==> config.mk <==
export PLATFORM = sky130hd
export DESIGN_NAME = muldiv_unit
export DESIGN_NICKNAME = d
export VERILOG_FILES = /design/src/rtl/muldiv_unit.sv
export SDC_FILE = /design/constraint.sdc
export NUM_CORES = 2
export LEC_CHECK = 0
export CORE_MARGIN = 2
export CORE_UTILIZATION = 39
export CTS_CLUSTER_SIZE = 8
export DETAILED_ROUTE_END_ITERATION = 16
export GPL_TIMING_DRIVEN = 0
export PLACE_DENSITY = 0.6
export SLEW_MARGIN = 20
export SYNTH_ARGS = -nofsm -noshare
export SYNTH_HDL_FRONTEND = slang
export SYNTH_SLANG_ARGS = --single-unit
==> constraint.sdc <==
create_clock -name clk -period 13.3 [get_ports clk]
set_input_delay 3.99 -clock clk [delete_from_list [all_inputs] [get_ports clk]]
set_output_delay 3.99 -clock clk [all_outputs]
set_load 0.02 [all_outputs]
==> src/rtl/muldiv_unit.sv <==
// RV M-extension multiply/divide unit: latency-padded multiplier and radix-2
// restoring divider behind a single-op valid/ready handshake with kill.
module muldiv_unit #(
  parameter int XLEN    = 32,
  parameter int MUL_LAT = 2
) (
  input  logic            clk,
  input  logic            rst_n,
  input  logic            in_valid,
  output logic            in_ready,
  input  logic [2:0]      funct3,
  input  logic [XLEN-1:0] rs1,
  input  logic [XLEN-1:0] rs2,
  input  logic            kill,
  output logic            out_valid,
  input  logic            out_ready,
  output logic [XLEN-1:0] rd,
  output logic            busy
);
  localparam int CMAX = (XLEN > MUL_LAT) ? XLEN : MUL_LAT;
  localparam int CW   = $clog2(CMAX + 1);
  localparam int MCNT = (MUL_LAT >= 2) ? MUL_LAT - 2 : 0;

  typedef enum logic [1:0] {S_IDLE, S_MUL, S_DIV, S_DONE} state_t;
  state_t r_state, w_next;

  logic [CW-1:0]   r_cnt;
  logic [2:0]      r_f3;
  logic [XLEN-1:0] r_a, r_b, r_rem, r_rd;
  logic            r_neg_q, r_neg_r;

  // operand decode at accept
  logic            w_accept, w_is_div, w_sgn, w_s1, w_s2, w_div0, w_ovf, w_special;
  logic [XLEN-1:0] w_spec_rd;
  assign w_accept  = in_valid & (r_state == S_IDLE) & ~kill;
  assign w_is_div  = funct3[2];
  assign w_sgn     = ~funct3[0];
  assign w_s1      = w_sgn & rs1[XLEN-1];
  assign w_s2      = w_sgn & rs2[XLEN-1];
  assign w_div0    = (rs2 == '0);
  assign w_ovf     = w_sgn & (rs1 == {1'b1, {(XLEN-1){1'b0}}}) & (rs2 == '1);
  assign w_special = w_is_div & (w_div0 | w_ovf);
  assign w_spec_rd = funct3[1] ? (w_div0 ? rs1 : '0) : (w_div0 ? '1 : rs1);

  // multiplier reads the live inputs only when MUL_LAT==1 retires at accept
  logic [XLEN-1:0]   w_ma, w_mb, w_mul_rd;
  logic [2:0]        w_mf3;
  logic [2*XLEN-1:0] w_ea, w_eb, w_prod;
  assign w_ma     = (r_state == S_IDLE) ? rs1 : r_a;
  assign w_mb     = (r_state == S_IDLE) ? rs2 : r_b;
  assign w_mf3    = (r_state == S_IDLE) ? funct3 : r_f3;
  assign w_ea     = {{XLEN{(w_mf3[1:0] != 2'b11) & w_ma[XLEN-1]}}, w_ma};
  assign w_eb     = {{XLEN{(w_mf3[1] == 1'b0) & w_mb[XLEN-1]}}, w_mb};
  assign w_prod   = w_ea * w_eb;
  assign w_mul_rd = (w_mf3[1:0] == 2'b00) ? w_prod[XLEN-1:0] : w_prod[2*XLEN-1:XLEN];

  // one restoring step; r_a shifts dividend out and quotient in
  logic [XLEN:0]   w_sh, w_sub;
  logic            w_ge;
  logic [XLEN-1:0] w_rem_n, w_quo_n, w_div_rd;
  assign w_sh     = {r_rem, r_a[XLEN-1]};
  assign w_sub    = w_sh - {1'b0, r_b};
  assign w_ge     = ~w_sub[XLEN];
  assign w_rem_n  = w_ge ? w_sub[XLEN-1:0] : w_sh[XLEN-1:0];
  assign w_quo_n  = {r_a[XLEN-2:0], w_ge};
  assign w_div_rd = r_f3[1] ? (r_neg_r ? -w_rem_n : w_rem_n)
                            : (r_neg_q ? -w_quo_n : w_quo_n);

  always_comb begin
    w_next = r_state;
    case (r_state)
      S_IDLE: if (w_accept) begin
        if (w_special)         w_next = S_DONE;
        else if (w_is_div)     w_next = S_DIV;
        else if (MUL_LAT == 1) w_next = S_DONE;
        else                   w_next = S_MUL;
      end
      S_MUL:  if (r_cnt == '0) w_next = S_DONE;
      S_DIV:  if (r_cnt == '0) w_next = S_DONE;
      S_DONE: if (out_ready)   w_next = S_IDLE;
      default: w_next = S_IDLE;
    endcase
    if (kill) w_next = S_IDLE;
  end

  always_ff @(posedge clk or negedge rst_n) begin
    if (!rst_n) begin
      r_state <= S_IDLE;
      r_cnt   <= '0;
      r_f3    <= '0;
      r_a     <= '0;
      r_b     <= '0;
      r_rem   <= '0;
      r_rd    <= '0;
      r_neg_q <= 1'b0;
      r_neg_r <= 1'b0;
    end else begin
      r_state <= w_next;
      if (w_accept) begin
        r_f3    <= funct3;
        r_neg_q <= w_s1 ^ w_s2;
        r_neg_r <= w_s1;
        r_rem   <= '0;
        r_a     <= (w_is_div & w_s1) ? -rs1 : rs1;
        r_b     <= (w_is_div & w_s2) ? -rs2 : rs2;
        r_cnt   <= w_is_div ? CW'(XLEN - 1) : CW'(MCNT);
        if (w_special)                        r_rd <= w_spec_rd;
        else if (!w_is_div && MUL_LAT == 1)   r_rd <= w_mul_rd;
      end else if (!kill) begin
        case (r_state)
          S_MUL: begin
            if (r_cnt == '0) r_rd <= w_mul_rd;
            else             r_cnt <= r_cnt - 1'b1;
          end
          S_DIV: begin
            r_a   <= w_quo_n;
            r_rem <= w_rem_n;
            if (r_cnt == '0) r_rd <= w_div_rd;
            else             r_cnt <= r_cnt - 1'b1;
          end
          default: ;
        endcase
      end
    end
  end

  assign in_ready  = (r_state == S_IDLE);
  assign busy      = (r_state != S_IDLE);
  assign out_valid = (r_state == S_DONE);
  assign rd        = r_rd;
endmodule

==> results.yml <==
timing:
  clock_skew_ps: 13.46
  slew_headroom: 0.1843
  min_period_ps: 13220
  maxSlewViolCount: 0
  fin_ws_ps: 84.02
  period_share: 0.9937
  setup_violations: 0
  fmax_mhz: 75.67
  finalHoldViolCount: 0
  tightestPinTransition_ps: 1219
drt:
  wire_per_inst_microns: 29.85
  vias: 44548
  wirelength_microns: 233200
  viasPerCell: 5.702
  dr.pass1.iters: 6
  drt_iter0_markers: 4984
  drc: 0
  drtAntennaViolNets: 0
placement:
  dp_hpwl_microns: 197200
  pre_cts_ws_ps: -2218
  finalWeightedCongestion: 1.047
  io_buffers: 94
cells_and_area:
  areaGrowthSynthToFinish_pct: 9.949
  nNetsFinal: 7523
  drive_above_1_share: 0.06840
  final_common_cell: "inv_1"
  final_cell_mix: "inv_1, fa_1, nand2_1"
  utilization: 0.4332
hold_path:
  hold_class: "reg2reg"
run_status:
  outcome: "complete, no violations"
worst_setup_path:
  worstPathMaxFanout: 10
  cp.arrival_ps: 13600
  crit_path_start_kind: "input pin"
  path_common_cell: "fa_1"
  cp_num_buf_inv: 6
  crit_type: "in2reg"
  reg2reg_slack_ps: 780
  critPathCaptureType: "flop"
  worstPathRequired_ps: 13690
  cpPeakStageDelay_ps: 620
  cp_top_family: "adder cells"
  slowest_stage: "clkbuf_1"
synthesis:
  ys_warn_count: 0
  syn_avg_cell_area_sq_um: 8.520
  synth_adder_area_share: 0.5104
  synth-simple-area-share: 0.1502
  ys_types: 102
  ys_seq_area_frac: 0.06945
  ys_async_sr_fraction: 1.000
  synthXorXnorAreaFrac: 0.03560
  synth_compound_area_frac: 0.1026
  synth_ff_type: "dfrtp_1"
  synth_seq_cells: 140
  netlist_instances: 5920
  synthMuxAreaShare: 0.02029
  synth_nets: 7374
  synthesis.area_sq_mm: 0.05044
  synth_top_family_by_area: "adder cells"
  synth_edf_count: 0
grt:
  grt_pass1_vias: 46072
  grt_pass1_wl_microns: 332000
  track_usage: 0.3570
  overflow: 0
  grt_max_degree: 86
  antenna_found_initial: 14
clocking:
  cts_max_level: 4
  clockRootBuffer: "clkbuf_16"
  insertion_delay_ps: 480
  cts.sinks: 140
  cts.path.max_buffers: 2
  cts_tree: "yes"
  numCtsBuffers: 17
  clk_pin_slew_ps: 80
die:
  die_area_sq_mm: 0.1322
  die_x_microns: 363.6
  row_count: 131
  die_h_microns: 363.6
  core_region_area_sq_mm: 0.1280
  io_pins: 107
  start_util: 0.3940
flow_run:
  maxCapViolations: 0
## synth_stat cells (all sizes together) (38+ instances only)
library cell	n	area (sq um)
fa	1126	22540
o31ai	38	305.3
ha	256	3203
o21ai	248	1245
clkbuf	260	980.9
xnor2	122	1069
nor2	557	2110
nor3	55	296.5
a31oi	41	256.5
buf	53	277.8
a21oi	214	1082
mux2i	57	595.6
nand2	974	3656
mux2	38	427.9
dfrtp	140	3503
xor2	83	727.0
inv	1160	4357
o21a	42	315.3
a21o	38	285.3
## sequential cells by signal, summed over array words and instances (netlist names)
signal and flops:
r_a 32, r_b 32, r_cnt 6, r_f3 2, r_neg_q 1, r_neg_r 1, r_rem 32, r_state 2
rd 32
## tightest hold or removal path, stage by stage, from the launching register on
cell,delay (ps)
dfrtp_1,350
nand2_1,50
o21ai_0,60
## layout make-up
type,count,area [sq um]
antenna,2,5.005
buffer,307,1508
clock buffer,18,439.2
clock inverter,14,151.4
fill,12851,72550
inverter,1161,4372
multi-input combinational,4306,41870
sequential,140,3503
tap,1729,2163
timing repair buffer,136,1444
## repair_timing
item,in CTS,in global routing
endpoints found under the setup margin,32,22
hold buffers,0,0
resized for setup,145,203
gates cloned,0,0
pin swaps,4,7
setup buffers,11,10
endpoints found under the hold margin,0,0
## per-stage QoR
step	area, sq um	cells	hold WS (ps)	setup TNS (ps)
2_1_floorplan	50440	5920	449.8	0
3_3_place_gp	53550	7743	463.0	-58820
3_5_place_dp	54050	7764	470.0	-45220
4_1_cts	55070	7803	486.6	0
5_1_grt	55450	7811	508.5	-21.18
6_report	55460	7813	485.8	0
## routing by layer
metal / global-route usage / vias to the layer above / part of all wire
met1: 0.4518 / 22838 / 0.38
met3: 0.08746 / 635 / 0.11
met4: 0.2270 / 10 / 0.081
li1: - / 18493 / -
met5: 0 / - / 0.00028
met2: 0.5479 / 2572 / 0.43
## kinds of logic after synthesis
group	after synthesis
XOR/XNOR	205
AND/OR/NAND/NOR	1810
flip-flops	140
adder cells (fa/ha/maj)	1382
buffers and inverters	1474
multiplexers	95
AO/OA/AOI/OAI	814
## final timing paths
| kind | startpoint | end | depth (start not counted) |
|---|---|---|---|
| max | rs1[18] | rd[25] | 28 |
| min | r_b[28] | r_b[28] | 2 |
| min in group asynchronous | rst_n | r_b[12] | 1 |
| max reg2reg | r_state[0] | rd[25] | 33 |
| max in group asynchronous | rst_n | r_cnt[1] | 2 |
| min reg2reg | r_b[28] | r_b[28] | 2 |
Power is not shown: default switching activity piles up to over one toggle a cycle in this logic, so the estimate is an artifact.
